**config.mk**
```make
export PLATFORM = sky130hd
export DESIGN_NAME = m_imem_arbiter
export DESIGN_NICKNAME = d
export VERILOG_FILES = /design/src/rtl/m_imem_arbiter_pkg.sv /design/src/rtl/m_imem_arbiter_rr_arb2.sv /design/src/rtl/m_imem_arbiter.sv
export SDC_FILE = /design/constraint.sdc
export NUM_CORES = 1
export LEC_CHECK = 0
export BUFFER_PORTS_ARGS = -buffer_cell sky130_fd_sc_hd__buf_2
export CAP_MARGIN = 5
export CORE_UTILIZATION = 53
export DETAILED_ROUTE_END_ITERATION = 8
export GPL_TIMING_DRIVEN = 0
export HOLD_SLACK_MARGIN = 0.03
export PLACE_DENSITY = 0.86
export SLEW_MARGIN = 5
export SYNTH_ARGS = -nofsm -noshare
export SYNTH_HDL_FRONTEND = slang
export SYNTH_HIERARCHICAL = 1
export SYNTH_SLANG_ARGS = --single-unit
```
**constraint.sdc**
```tcl
create_clock -name w_clk -period 3.3 [get_ports w_clk]
set_input_delay 0.165 -clock w_clk [delete_from_list [all_inputs] [get_ports w_clk]]
set_output_delay 0.165 -clock w_clk [all_outputs]
set_load 0.01 [all_outputs]
```
**src/rtl/m_imem_arbiter_pkg.sv**
```systemverilog
// m_imem_arbiter_pkg: shared state encoding and port indices for the memory read arbiter
package m_imem_arbiter_pkg;
    typedef enum logic [1:0] {
        S_IDLE  = 2'd0,
        S_ISSUE = 2'd1,
        S_WAIT  = 2'd2,
        S_DONE  = 2'd3
    } state_t;
    localparam logic P_FETCH = 1'b0;
    localparam logic P_LOAD  = 1'b1;
endpackage

```
**src/rtl/m_imem_arbiter_rr_arb2.sv**
```systemverilog
// m_rr_arb2: two-way round-robin pick
//   req0/req1 : requests
//   last      : port granted most recently
//   gnt       : picked port, meaningful when vld is high
//   vld       : at least one request present
module m_rr_arb2 (
    input  logic req0,
    input  logic req1,
    input  logic last,
    output logic gnt,
    output logic vld
);
    assign vld = req0 | req1;
    assign gnt = (req0 & req1) ? ~last : req1;
endmodule

```
**src/rtl/m_imem_arbiter.sv**
```systemverilog
// m_imem_arbiter: round-robin arbiter and sequencer for a multi-cycle read memory
//   w_clk, w_rst_n         : clock, asynchronous active-low reset
//   w_req*/w_addr*         : fetch (0) and load (1) read requests
//   r_ack*/r_data*/r_err   : one-cycle completion, data and timeout flag
//   r_mem_re/r_mem_addr    : one-cycle read request and address to memory
//   w_mem_oe/w_mem_data    : memory response strobe and data
module m_imem_arbiter
    import m_imem_arbiter_pkg::*;
#(
    parameter int ADDR_W  = 32,
    parameter int DATA_W  = 32,
    parameter int TIMEOUT = 16
) (
    input  logic              w_clk,
    input  logic              w_rst_n,
    input  logic              w_req0,
    input  logic              w_req1,
    input  logic [ADDR_W-1:0] w_addr0,
    input  logic [ADDR_W-1:0] w_addr1,
    output logic              r_ack0,
    output logic              r_ack1,
    output logic [DATA_W-1:0] r_data0,
    output logic [DATA_W-1:0] r_data1,
    output logic              r_err,
    output logic              r_mem_re,
    output logic [ADDR_W-1:0] r_mem_addr,
    input  logic              w_mem_oe,
    input  logic [DATA_W-1:0] w_mem_data
);
    localparam int CW = $clog2(TIMEOUT + 1);
    state_t        state;
    logic          r_owner;
    logic          r_last;
    logic [CW-1:0] cnt;
    logic          gnt;
    logic          gnt_vld;
    logic          timeout;
    m_rr_arb2 u_arb (
        .req0 (w_req0),
        .req1 (w_req1),
        .last (r_last),
        .gnt  (gnt),
        .vld  (gnt_vld)
    );
    assign timeout = cnt == CW'(TIMEOUT - 1);
    always_ff @(posedge w_clk or negedge w_rst_n) begin
        if (!w_rst_n) begin
            state      <= S_IDLE;
            r_owner    <= P_FETCH;
            r_last     <= P_LOAD;
            cnt        <= '0;
            r_mem_re   <= 1'b0;
            r_mem_addr <= '0;
            r_ack0     <= 1'b0;
            r_ack1     <= 1'b0;
            r_data0    <= '0;
            r_data1    <= '0;
            r_err      <= 1'b0;
        end else begin
            case (state)
                S_IDLE: if (gnt_vld) begin
                    state      <= S_ISSUE;
                    r_owner    <= gnt;
                    r_last     <= gnt;
                    r_mem_addr <= (gnt == P_LOAD) ? w_addr1 : w_addr0;
                    r_mem_re   <= 1'b1;
                end
                S_ISSUE: begin
                    state    <= S_WAIT;
                    r_mem_re <= 1'b0;
                    cnt      <= '0;
                end
                // oe wins over a coincident timeout; a timeout returns zero data
                S_WAIT: if (w_mem_oe || timeout) begin
                    state      <= S_DONE;
                    r_ack0     <= r_owner == P_FETCH;
                    r_ack1     <= r_owner == P_LOAD;
                    r_data0    <= (r_owner == P_FETCH && w_mem_oe) ? w_mem_data : '0;
                    r_data1    <= (r_owner == P_LOAD && w_mem_oe) ? w_mem_data : '0;
                    r_err      <= !w_mem_oe;
                    r_mem_addr <= '0;
                end else begin
                    cnt <= cnt + 1'b1;
                end
                S_DONE: begin
                    state   <= S_IDLE;
                    r_ack0  <= 1'b0;
                    r_ack1  <= 1'b0;
                    r_data0 <= '0;
                    r_data1 <= '0;
                    r_err   <= 1'b0;
                end
            endcase
        end
    end
endmodule

```
==> results of run 1 <==
[layer usage]
metal	global-route usage, %	vias up
met2	50.2	224
met5	0	-
met3	7.03	17
li1	-	2077
met4	10.1	2
met1	33.8	2193
[registers in the layout (all words and copies together) (netlist names)]
| register | count |
|---|---|
| cnt | 5 |
| r_ack0 | 1 |
| r_ack1 | 1 |
| r_data0 | 32 |
| r_data1 | 32 |
| r_err | 1 |
| r_last | 1 |
| r_mem_addr | 32 |
| r_mem_re | 1 |
| r_owner | 1 |
| state | 2 |
[cells by family after synthesis]
logic type,Yosys count
AOI/OAI and AO/OA,143
adders and majority gates,6
and+or+nand+nor,89
muxes,67
buffers and inverters,45
DFF,109
[power groups by stage]
stage	Clock, mW	Combinational (mW)	Sequential, mW
global route	1.01	3.29	2.14
CTS	0.963	3.00	2.08
detailed placement	0	3.00	2.11
floorplan	0	1.74	2.29
finish	0.942	2.99	2.09
global placement	0	2.90	2.08
[synth_stat cells, types with 2 or more instances]
library cell,n,area share (%)
a21o_1,2,0.29
inv_1,3,0.22
buf_6,7,1.5
nor2_1,35,2.6
mux2_1,4,0.88
mux2i_1,34,6.6
dfrtp_1,108,53
nand2_1,8,0.59
nand2b_1,35,4.3
mux2_2,29,6.4
ha_1,6,1.5
o21ai_0,70,6.8
clkbuf_1,26,1.9
and3_1,2,0.24
o31ai_1,66,9.7
buf_2,8,0.78
nand3_1,3,0.29
[stage by stage]
step / power, mW / utilization, % / instances
finish: 6.02 / 70.5 / 806
CTS: 6.05 / 70.5 / 806
detailed placement: 5.10 / 67.9 / 789
floorplan: 4.02 / - / 459
global placement: 4.98 / 67.7 / 788
global route: 6.44 / 70.5 / 806
[what timing repair did]
action,in CTS,in global routing
endpoints found under the hold margin,64,0
setup endpoints to repair,0,0
hold buffers,1,0
[layout make-up]
type | count | area share, %
multi-input combinational | 305 | 32.9
timing repair buffer | 202 | 15.8
clock inverter | 7 | 1.70
buffer | 42 | 3.42
inverter | 3 | 0.172
sequential | 109 | 41.7
tap | 129 | 2.46
clock buffer | 9 | 1.89
[worst reg2reg max path, cell delays in order (launching register included)]
cell and delay (ns):
dfrtp_1 0.43, ha_1 0.22, and3_1 0.19, ha_1 0.22
nor3b_4 0.45, clkbuf_1 0.40, o21ai_0 0.20, o31ai_1 0.10
[worst paths after layout]
check | cells past startpoint | start | end | slack [ns]
setup / recovery | 7 | cnt[0]$_DFFE_PN0P_ | r_data1[24]$_DFFE_PN0P_ | 1.0
hold / removal | 3 | w_mem_data[18] | r_data0[18]$_DFFE_PN0P_ | 0.06
setup reg to reg | 7 | cnt[0]$_DFFE_PN0P_ | r_data1[24]$_DFFE_PN0P_ | 1.0
hold reg to reg | 1 | r_mem_addr[28]$_DFFE_PN0P_ | r_mem_addr[28]$_DFFE_PN0P_ | 0.50
max in group asynchronous | 3 | w_rst_n | r_data1[16]$_DFFE_PN0P_ | 2.13
min in group asynchronous | 2 | w_rst_n | r_data0[0]$_DFFE_PN0P_ | 0.44
==> impl_metrics.yaml, run 1 <==
status:
  outcome: "completed"
yosys:
  synth-seq-cells: 109
  synthXorXnorAreaFrac_pct: 0
  yosys.area_share.simple_pct: 9.24
  synth_top_family_by_area: "compound AO/OA/AOI/OAI gates"
  avgSynthCellArea_um2: 11.2
  yosys_warnings: 6
  yosysSeqAreaShare_pct: 53.3
  synth_compound_area_share_pct: 17.5
  synthMuxAreaShare_pct: 13.9
  syn-instance-count: 459
  async_flop_share_pct: 100
  syn_nets: 566
  synth.distinct_cells: 30
  synth_edf_count: 0
  ys.flop_type: "dfrtp_1"
  syn_area_um2: 5120
  synth_fa_ha_area_share_pct: 1.47
cells_and_area:
  regArea_um2: 2730
  num-nets-final: 779
  multi_input_area_um2: 2150
  design_area_um2: 6550
  diodes: 0
  area_delta_synth_final_pct: 27.9
  final_common_cell: "buf_2"
  final_cell_mix: "buf_2, dfrtp_1, o21ai_0, o31ai_1"
  final.fill_count: 710
  layout-drive-gt1-share_pct: 39.4
timing:
  finalHoldViolations: 0
  min_period_over_period_pct: 69.7
  hold_slack_ns: 0.0642
  skew_ns: 0.0173
  rsz0062_at_grt: "no"
  slew_headroom_pct: 42.5
  max_freq_mhz: 435
  fin_crit_ns: 2.30
  drv_slew: 0
  worstMarginPinSlew_ns: 0.862
  layout_setup_ws_ns: 0.999
  setup-tns-final_ns: 0
  setup_viol: 0
pwr:
  p_clk_share_pct: 15.6
  p_int_mw: 3.54
  vdd_drop_max_mv: 0.468
  p_comb_share_pct: 49.7
  leakagePower_nw: 3.37
  power_frac_seq_pct: 34.7
  p_sw_mw: 2.48
  power_density_nw_per_um2: 919
  switching_share_pct: 41.2
worst_setup_path:
  crit_buf_inv: 1
  worstPathMaxFanout: 10
  critPathKind: "reg -> reg"
  cp_slowest_cell: "nor3b_4"
  path_common_cell: "ha_1"
  path_cells: "ha_1, and3_1, ha_1, nor3b_4, clkbuf_1, o21ai_0, o31ai_1"
  endpoint_kind: "flip-flop"
  path_delay_family: "simple AND/OR/NAND/NOR gates"
  critical_path.max_stage_delay_ns: 0.45
  worstPathRequired_ns: 3.57
  crit_arrival_ns: 2.57
  worstSetupStartpointType: "flip-flop"
floorplanning:
  start_util_pct: 55.1
  die_h_um: 100
  io_pins: 201
  dieArea_um2: 10100
  fp-row-count: 35
  core_area_um2: 9280
  fp.dieW_um: 100
cts:
  insertion_delay_ns: 0.37
  htree_num_levels: 3
  cts.sinks: 109
  cts_buffers: 9
  clk_pin_slew_ns: 0.11
  clock_path_buffers: 2
  ctsResizeCount: 0
  clockRootBuffer: "clkbuf_8"
  cts_tree: "yes"
  postCtsSetupBuffers: 0
routing:
  drtIter0Drc: 136
  highest_layer: "met5"
  met3WireLength_um: 1080
  wl_met2_um: 7030
  firstDrtPassIters: 4
  avgRoutedWirePerCell_um: 17.0
  drtAntennaViolNets: 0
  post_drt_via_cell_ratio: 5.60
  wl_um: 13700
  wl_met1_um: 5410
  drcViolationCount: 0
  vias: 4513
placed_design:
  io_buffers: 200
  place_hpwl_um: 10400
  placed_area_um2: 6300
  dp_slack_ns: 1.07
  place.gp.congestion: 0.798
grt:
  antenna_found_initial: 0
  grt_pass1_vias: 4640
  grt_max_degree: 67
  grt_pass1_wl_um: 22200
  grtUsageTotal_pct: 28.4
  globalRouteOverflowTotal: 0
flow_run:
  drv_cap: 0
min_path:
  hold_class: "in -> reg"
No activity file was read; power rests on OpenSTA's default activity.
==> run 2, diff against run 1 <==
--- a/config.mk
+++ b/config.mk
@@ -5,13 +5,14 @@
 export SDC_FILE = /design/constraint.sdc
 export NUM_CORES = 1
 export LEC_CHECK = 0
+export ABC_AREA = 1
 export BUFFER_PORTS_ARGS = -buffer_cell sky130_fd_sc_hd__buf_2
 export CAP_MARGIN = 5
-export CORE_UTILIZATION = 53
+export CORE_UTILIZATION = 50
 export DETAILED_ROUTE_END_ITERATION = 8
 export GPL_TIMING_DRIVEN = 0
 export HOLD_SLACK_MARGIN = 0.03
-export PLACE_DENSITY = 0.86
+export PLACE_DENSITY = 0.81
 export SLEW_MARGIN = 5
 export SYNTH_ARGS = -nofsm -noshare
 export SYNTH_HDL_FRONTEND = slang
==> constraint.sdc (replaced) <==
create_clock -name w_clk -period 2.2 [get_ports w_clk]
set_input_delay 0.11 -clock w_clk [delete_from_list [all_inputs] [get_ports w_clk]]
set_output_delay 0.11 -clock w_clk [all_outputs]
set_load 0.01 [all_outputs]
==> run 2 against run 1 <==
Clock skew is 0.0054 ns lower. Critical path type unchanged. Die area is 12% higher. Via count is 12% higher. Clock power is 22% higher.
==> impl_metrics.yaml, run 2 <==
status:
  outcome: "completed"
cells_and_area:
  regArea_um2: 2730
  final_common_cell: "nand2_1"
  top_regs: "r_data0 (32), r_data1 (32), r_mem_addr (32)"
  area_delta_synth_final_pct: 25.8
  final.fill_count: 969
  multi_input_area_um2: 2100
  final_cell_mix: "nand2_1, buf_2, dfrtp_1, nor2_1, inv_1"
  diodes: 0
  num-nets-final: 1023
  fin_util_pct: 65.4
  layout-drive-gt1-share_pct: 30.1
pwr:
  vdd_drop_max_mv: 0.715
  leakagePower_nw: 3.89
  power_density_nw_per_um2: 1380
  p_total_mw: 9.37
worst_setup_path:
  endpoint_kind: "flip-flop"
  worstSetupStartpointType: "flip-flop"
  worstPathRequired_ns: 2.45
  critPathKind: "reg -> reg"
  worstPathMaxFanout: 10
  critPathLaunch: "cnt[0]$_DFFE_PN0P_"
  r2r_start: "cnt[0]$_DFFE_PN0P_"
  reg2regPathDepth: 9
  r2r_slack_ns: 0.27
  crit_arrival_ns: 2.17
timing:
  min_period_over_period_pct: 87.6
  skew_ns: 0.0119
  max_freq_mhz: 519
  finalHoldViolations: 0
  worstMarginPinSlew_ns: 0.535
  setup_viol: 0
  drv_slew: 0
  layout_setup_ws_ns: 0.272
  rsz0062_at_grt: "no"
  slew_headroom_pct: 64.4
  fin_crit_ns: 1.93
routing:
  firstDrtPassIters: 4
  vias: 5033
  drcViolationCount: 0
  drtIter0Drc: 192
  drtAntennaViolNets: 0
  avgRoutedWirePerCell_um: 12.3
  post_drt_via_cell_ratio: 4.76
  wl_um: 13000
cts:
  clockRootBuffer: "clkbuf_8"
  insertion_delay_ns: 0.37
  cts_tree: "yes"
  clk_pin_slew_ns: 0.11
  cts.sinks: 109
  clock_path_buffers: 2
  cts_buffers: 9
  postCtsSetupBuffers: 0
  htree_num_levels: 3
yosys:
  synth-seq-cells: 109
  yosysSeqAreaShare_pct: 50.4
  synth.distinct_cells: 23
  syn_nets: 810
  synth_commonest_cells: "nand2_1, dfrtp_1, nor2_1"
  yosys_warnings: 6
  ys.flop_type: "dfrtp_1"
  yosysTopAreaCellShare_pct: 49.9
  syn-instance-count: 703
  synth.area.top_cells: "dfrtp_1, nand2_1, nor2_1"
  synthMostInstantiatedCell: "nand2_1"
  syn_area_um2: 5420
  synth_edf_count: 0
  avgSynthCellArea_um2: 7.70
  post-synth-top-area-cell: "dfrtp_1"
  async_flop_share_pct: 100
grt:
  grt_pass1_vias: 4791
  grt_max_degree: 70
  globalRouteOverflowTotal: 0
  grt_pass1_wl_um: 21900
  antenna_found_initial: 0
  grtUsageTotal_pct: 24.5
placed_design:
  place.gp.congestion: 0.867
  dp_slack_ns: 0.258
  place_hpwl_um: 10100
  io_buffers: 200
floorplanning:
  dieArea_um2: 11300
  fp-row-count: 37
  die_h_um: 106
  io_pins: 201
  start_util_pct: 52.0
  fp.dieW_um: 106
  core_area_um2: 10400
min_path:
  hold_class: "in -> reg"
  hp-start: "w_addr1[22]"
  hold_depth: 5
flow_run:
  drv_cap: 0
-- run 2: changes by cell type after synthesis, sizes merged, moves of 15 or more --
cell	before	now
o31ai	66	0
nand2b	35	0
o21ai	72	107
mux2	33	0
clkbuf	26	11
buf	16	31
inv	3	79
nor2	35	103
mux2i	34	0
nand2	8	248
-- run 2: per-layer routing --
metal | track usage [%] | part of all wire (%) | vias up
met5 | 0 | 0 | -
met4 | 7.84 | 1.4 | 0
met3 | 6.38 | 8.5 | 16
met2 | 41.8 | 49 | 208
met1 | 30.2 | 41 | 2251
li1 | - | - | 2558
-- run 2: cells by family after synthesis --
logic type | after synthesis | share of synthesized area [%]
fa+ha+maj | 6 | 1.39
buf+inv | 121 | 10.8
simple gates | 356 | 25.3
flops | 109 | 50.4
compound gates | 111 | 12.2
-- run 2: worst max-delay path: stages, from the launching register on --
cell and delay (ns):
dfrtp_1 0.42, ha_1 0.22, nand2_1 0.09, nor2_1 0.05, ha_1 0.21, nor2_4 0.11
nand2_4 0.08, o21ai_4 0.12, clkbuf_1 0.36, o21ai_0 0.15
-- run 2: what timing repair did --
item,in CTS,in global routing
resized for setup,0,0
endpoints found under the hold margin,40,0
hold buffers,1,0
-- run 2: path summary, 6_finish.rpt --
check	end
max	r_data0[30]$_DFFE_PN0P_
min	r_mem_addr[22]$_DFFE_PN0P_
max reg2reg	r_data0[30]$_DFFE_PN0P_
min reg2reg	r_last$_DFFE_PN1P_
max in group asynchronous	r_last$_DFFE_PN1P_
min in group asynchronous	r_data0[21]$_DFFE_PN0P_
-- run 2: final cells by class --
| class | instances | share of cell area [%] |
|---|---|---|
| buffer | 42 | 4.24 |
| timing repair buffer | 202 | 15.3 |
| tap | 136 | 2.50 |
| inverter | 79 | 4.35 |
| multi-input combinational | 473 | 30.8 |
| clock inverter | 6 | 0.827 |
| sequential | 109 | 40.1 |
| clock buffer | 10 | 1.87 |
-- run 2: power breakdown --
part	switching [mW]	leakage, nW	internal [mW]
Combinational	2.99	2.37	1.89
Clock	0.713	0.0909	0.437
Sequential	0.481	1.43	2.86
Total	4.18	3.89	5.18
-- run 2: stage by stage --
| stage | hold WS (ns) | cells | area (um2) | TNS, ns |
|---|---|---|---|---|
| 4_1_cts | 0.0333 | 1057 | 6810 | 0 |
| 3_5_place_dp | 0.126 | 1040 | 6620 | 0 |
| 6_report | 0.0538 | 1057 | 6810 | 0 |
| 5_1_grt | 0.0478 | 1057 | 6810 | 0 |
| 3_3_place_gp | 0.441 | 1039 | 6590 | -20.47 |
| 2_1_floorplan | -0.186 | 703 | 5420 | 0 |
==> run 3, diff against run 2 <==
--- a/config.mk
+++ b/config.mk
@@ -5,14 +5,13 @@
 export SDC_FILE = /design/constraint.sdc
 export NUM_CORES = 1
 export LEC_CHECK = 0
-export ABC_AREA = 1
 export BUFFER_PORTS_ARGS = -buffer_cell sky130_fd_sc_hd__buf_2
-export CAP_MARGIN = 5
-export CORE_UTILIZATION = 50
+export CAP_MARGIN = 10
+export CORE_UTILIZATION = 44
 export DETAILED_ROUTE_END_ITERATION = 8
 export GPL_TIMING_DRIVEN = 0
 export HOLD_SLACK_MARGIN = 0.03
-export PLACE_DENSITY = 0.81
+export PLACE_DENSITY = 0.76
 export SLEW_MARGIN = 5
 export SYNTH_ARGS = -nofsm -noshare
 export SYNTH_HDL_FRONTEND = slang
==> constraint.sdc (replaced) <==
create_clock -name w_clk -period 1.7 [get_ports w_clk]
set_input_delay 0.085 -clock w_clk [delete_from_list [all_inputs] [get_ports w_clk]]
set_output_delay 0.085 -clock w_clk [all_outputs]
set_load 0.01 [all_outputs]
==> run 3 against run 2 <==
The run now ends with negative setup slack left. Final area up 15%. Combinational power up 81%. Critical endpoint is now r_data0[10]$_DFFE_PN0P_. Register-to-register slack worse by 0.63 ns. Sequential share of layout area down 5.1 points. Highest routed layer unchanged. Final cell count down 18%. Largest power group unchanged.
==> impl_metrics.yaml, run 3 (synthesis results as in run 1) <==
floorplanning:
  dieArea_um2: 12100
  die_h_um: 110
  core_area_um2: 11400
  fp.dieW_um: 110
  fp-row-count: 39
  io_pins: 201
  start_util_pct: 45.0
worst_setup_path:
  worstPathRequired_ns: 1.91
  r2r_start: "cnt[0]$_DFFE_PN0P_"
  path_cells: "ha_2, and3_4, ha_4, or3b_4, o21ai_4, buf_12, buf_12, clkbuf_16, o31ai_1"
  path_delay_family: "simple AND/OR/NAND/NOR gates"
  cp_slowest_cell: "dfrtp_1"
  crit_arrival_ns: 2.27
  crit_buf_inv: 3
  endpoint_kind: "flip-flop"
  worstPathMaxFanout: 5
  critPathLaunch: "cnt[0]$_DFFE_PN0P_"
  path_common_cell: "buf_12"
  worstSetupStartpointType: "flip-flop"
  critical_path.max_stage_delay_ns: 0.41
  reg2regPathDepth: 9
  critical_path_depth: 9
  critPathKind: "reg -> reg"
grt:
  grtUsageTotal_pct: 25.2
  globalRouteOverflowTotal: 0
  grt_pass1_wl_um: 23100
  antenna_found_initial: 1
  grt_max_degree: 92
  grt_pass1_vias: 4751
pwr:
  p_total_mw: 15.1
  power_density_nw_per_um2: 1930
  vdd_drop_max_mv: 0.994
  leakagePower_nw: 3.88
cells_and_area:
  final_common_cell: "buf_2"
  num-nets-final: 824
  layout-drive-gt1-share_pct: 50.7
  fin_util_pct: 68.7
  top_regs: "r_data0 (32), r_data1 (32), r_mem_addr (32)"
  area_delta_synth_final_pct: 52.6
  final_cell_mix: "buf_2, dfrtp_1, o21ai_0, nand2b_1"
timing:
  layout_setup_ws_ns: -0.357
  min_period_over_period_pct: 121
  drv_slew: 0
  slew_headroom_pct: 39.3
  fin_crit_ns: 2.06
  rsz0062_at_grt: "yes"
  setup_viol: 106
  worstMarginPinSlew_ns: 0.911
  finalHoldViolations: 0
  hold_slack_ns: 0.0292
  skew_ns: 0.0114
  max_freq_mhz: 486
routing:
  drtAntennaViolNets: 0
  wl_um: 15900
  avgRoutedWirePerCell_um: 18.4
  post_drt_via_cell_ratio: 5.57
  drtIter0Drc: 284
  vias: 4822
  drcViolationCount: 0
  firstDrtPassIters: 6
status:
  failed_checks: "negative setup slack"
  outcome: "finished, violations left"
placed_design:
  place_hpwl_um: 9970
  io_buffers: 200
  place.gp.congestion: 0.821
  dp_slack_ns: -0.445
cts:
  insertion_delay_ns: 0.36
  cts_buffers: 9
  clk_pin_slew_ns: 0.08
  clockRootBuffer: "clkbuf_16"
  cts.sinks: 109
  clock_path_buffers: 2
  htree_num_levels: 3
  cts_tree: "yes"
min_path:
  hold_class: "in -> reg"
  hp-start: "w_mem_data[19]"
  hold_depth: 3
flow_run:
  drv_cap: 0
run 3: report_power, final:
part           total [mW]  leakage (nW)  switching [mW]  internal [mW]
clock network        2.18         0.142           0.990           1.19
logic                8.82          2.30            4.51           4.31
registers            4.10          1.43           0.537           3.56
run 3: tightest hold or removal path, cell delays in order:
cell and delay [ns]:
buf_2 0.10, nand2b_1 0.09, o31ai_1 0.08
run 3: layout make-up:
| type | instances | area, um2 |
|---|---|---|
| diodes | 1 | 2.50 |
| repair buffers | 248 | 1640 |
| multi-input cells | 305 | 2590 |
| plain buffers | 41 | 363 |
| well taps | 143 | 179 |
| clock buffers | 11 | 243 |
| inverters | 3 | 11.3 |
| clock inverters | 5 | 58.8 |
| fillers | 800 | 3560 |
| flip-flops and latches | 109 | 2730 |
run 3: metal layers:
layer	track usage (%)	up-vias	share of wire (%)
met5	0	-	0
met4	11.3	0	2.3
met3	5.81	34	7.9
met2	43.9	273	51
met1	29.5	2341	39
li1	-	2174	-
run 3: path summary, 6_finish.rpt:
kind                                           end  slack (ns)
max in group asynchronous       r_last$_DFFE_PN1P_        0.83
min                        r_data1[19]$_DFFE_PN0P_        0.03
max reg2reg                r_data0[10]$_DFFE_PN0P_       -0.36
max                        r_data0[10]$_DFFE_PN0P_       -0.36
min in group asynchronous  r_data1[18]$_DFFE_PN0P_        0.13
min reg2reg                     cnt[3]$_DFFE_PN0P_        0.49
run 3: metrics by stage:
step           TNS [ns]  area [um2]  std cells
3_3_place_gp    -106.60        6360        802
4_1_cts          -25.58        7340        856
3_5_place_dp     -38.76        6390        803
2_1_floorplan    -12.86        5180        459
5_1_grt          -33.64        7810        865
6_report         -30.52        7810        866
run 3: timing repair:
action	in CTS	in global routing
endpoints found under the setup margin	104	106
hold endpoints to repair	135	0
setup buffers	15	6
pin swaps	10	13
hold buffers	18	0
gates cloned	5	6
gates resized for setup	62	89
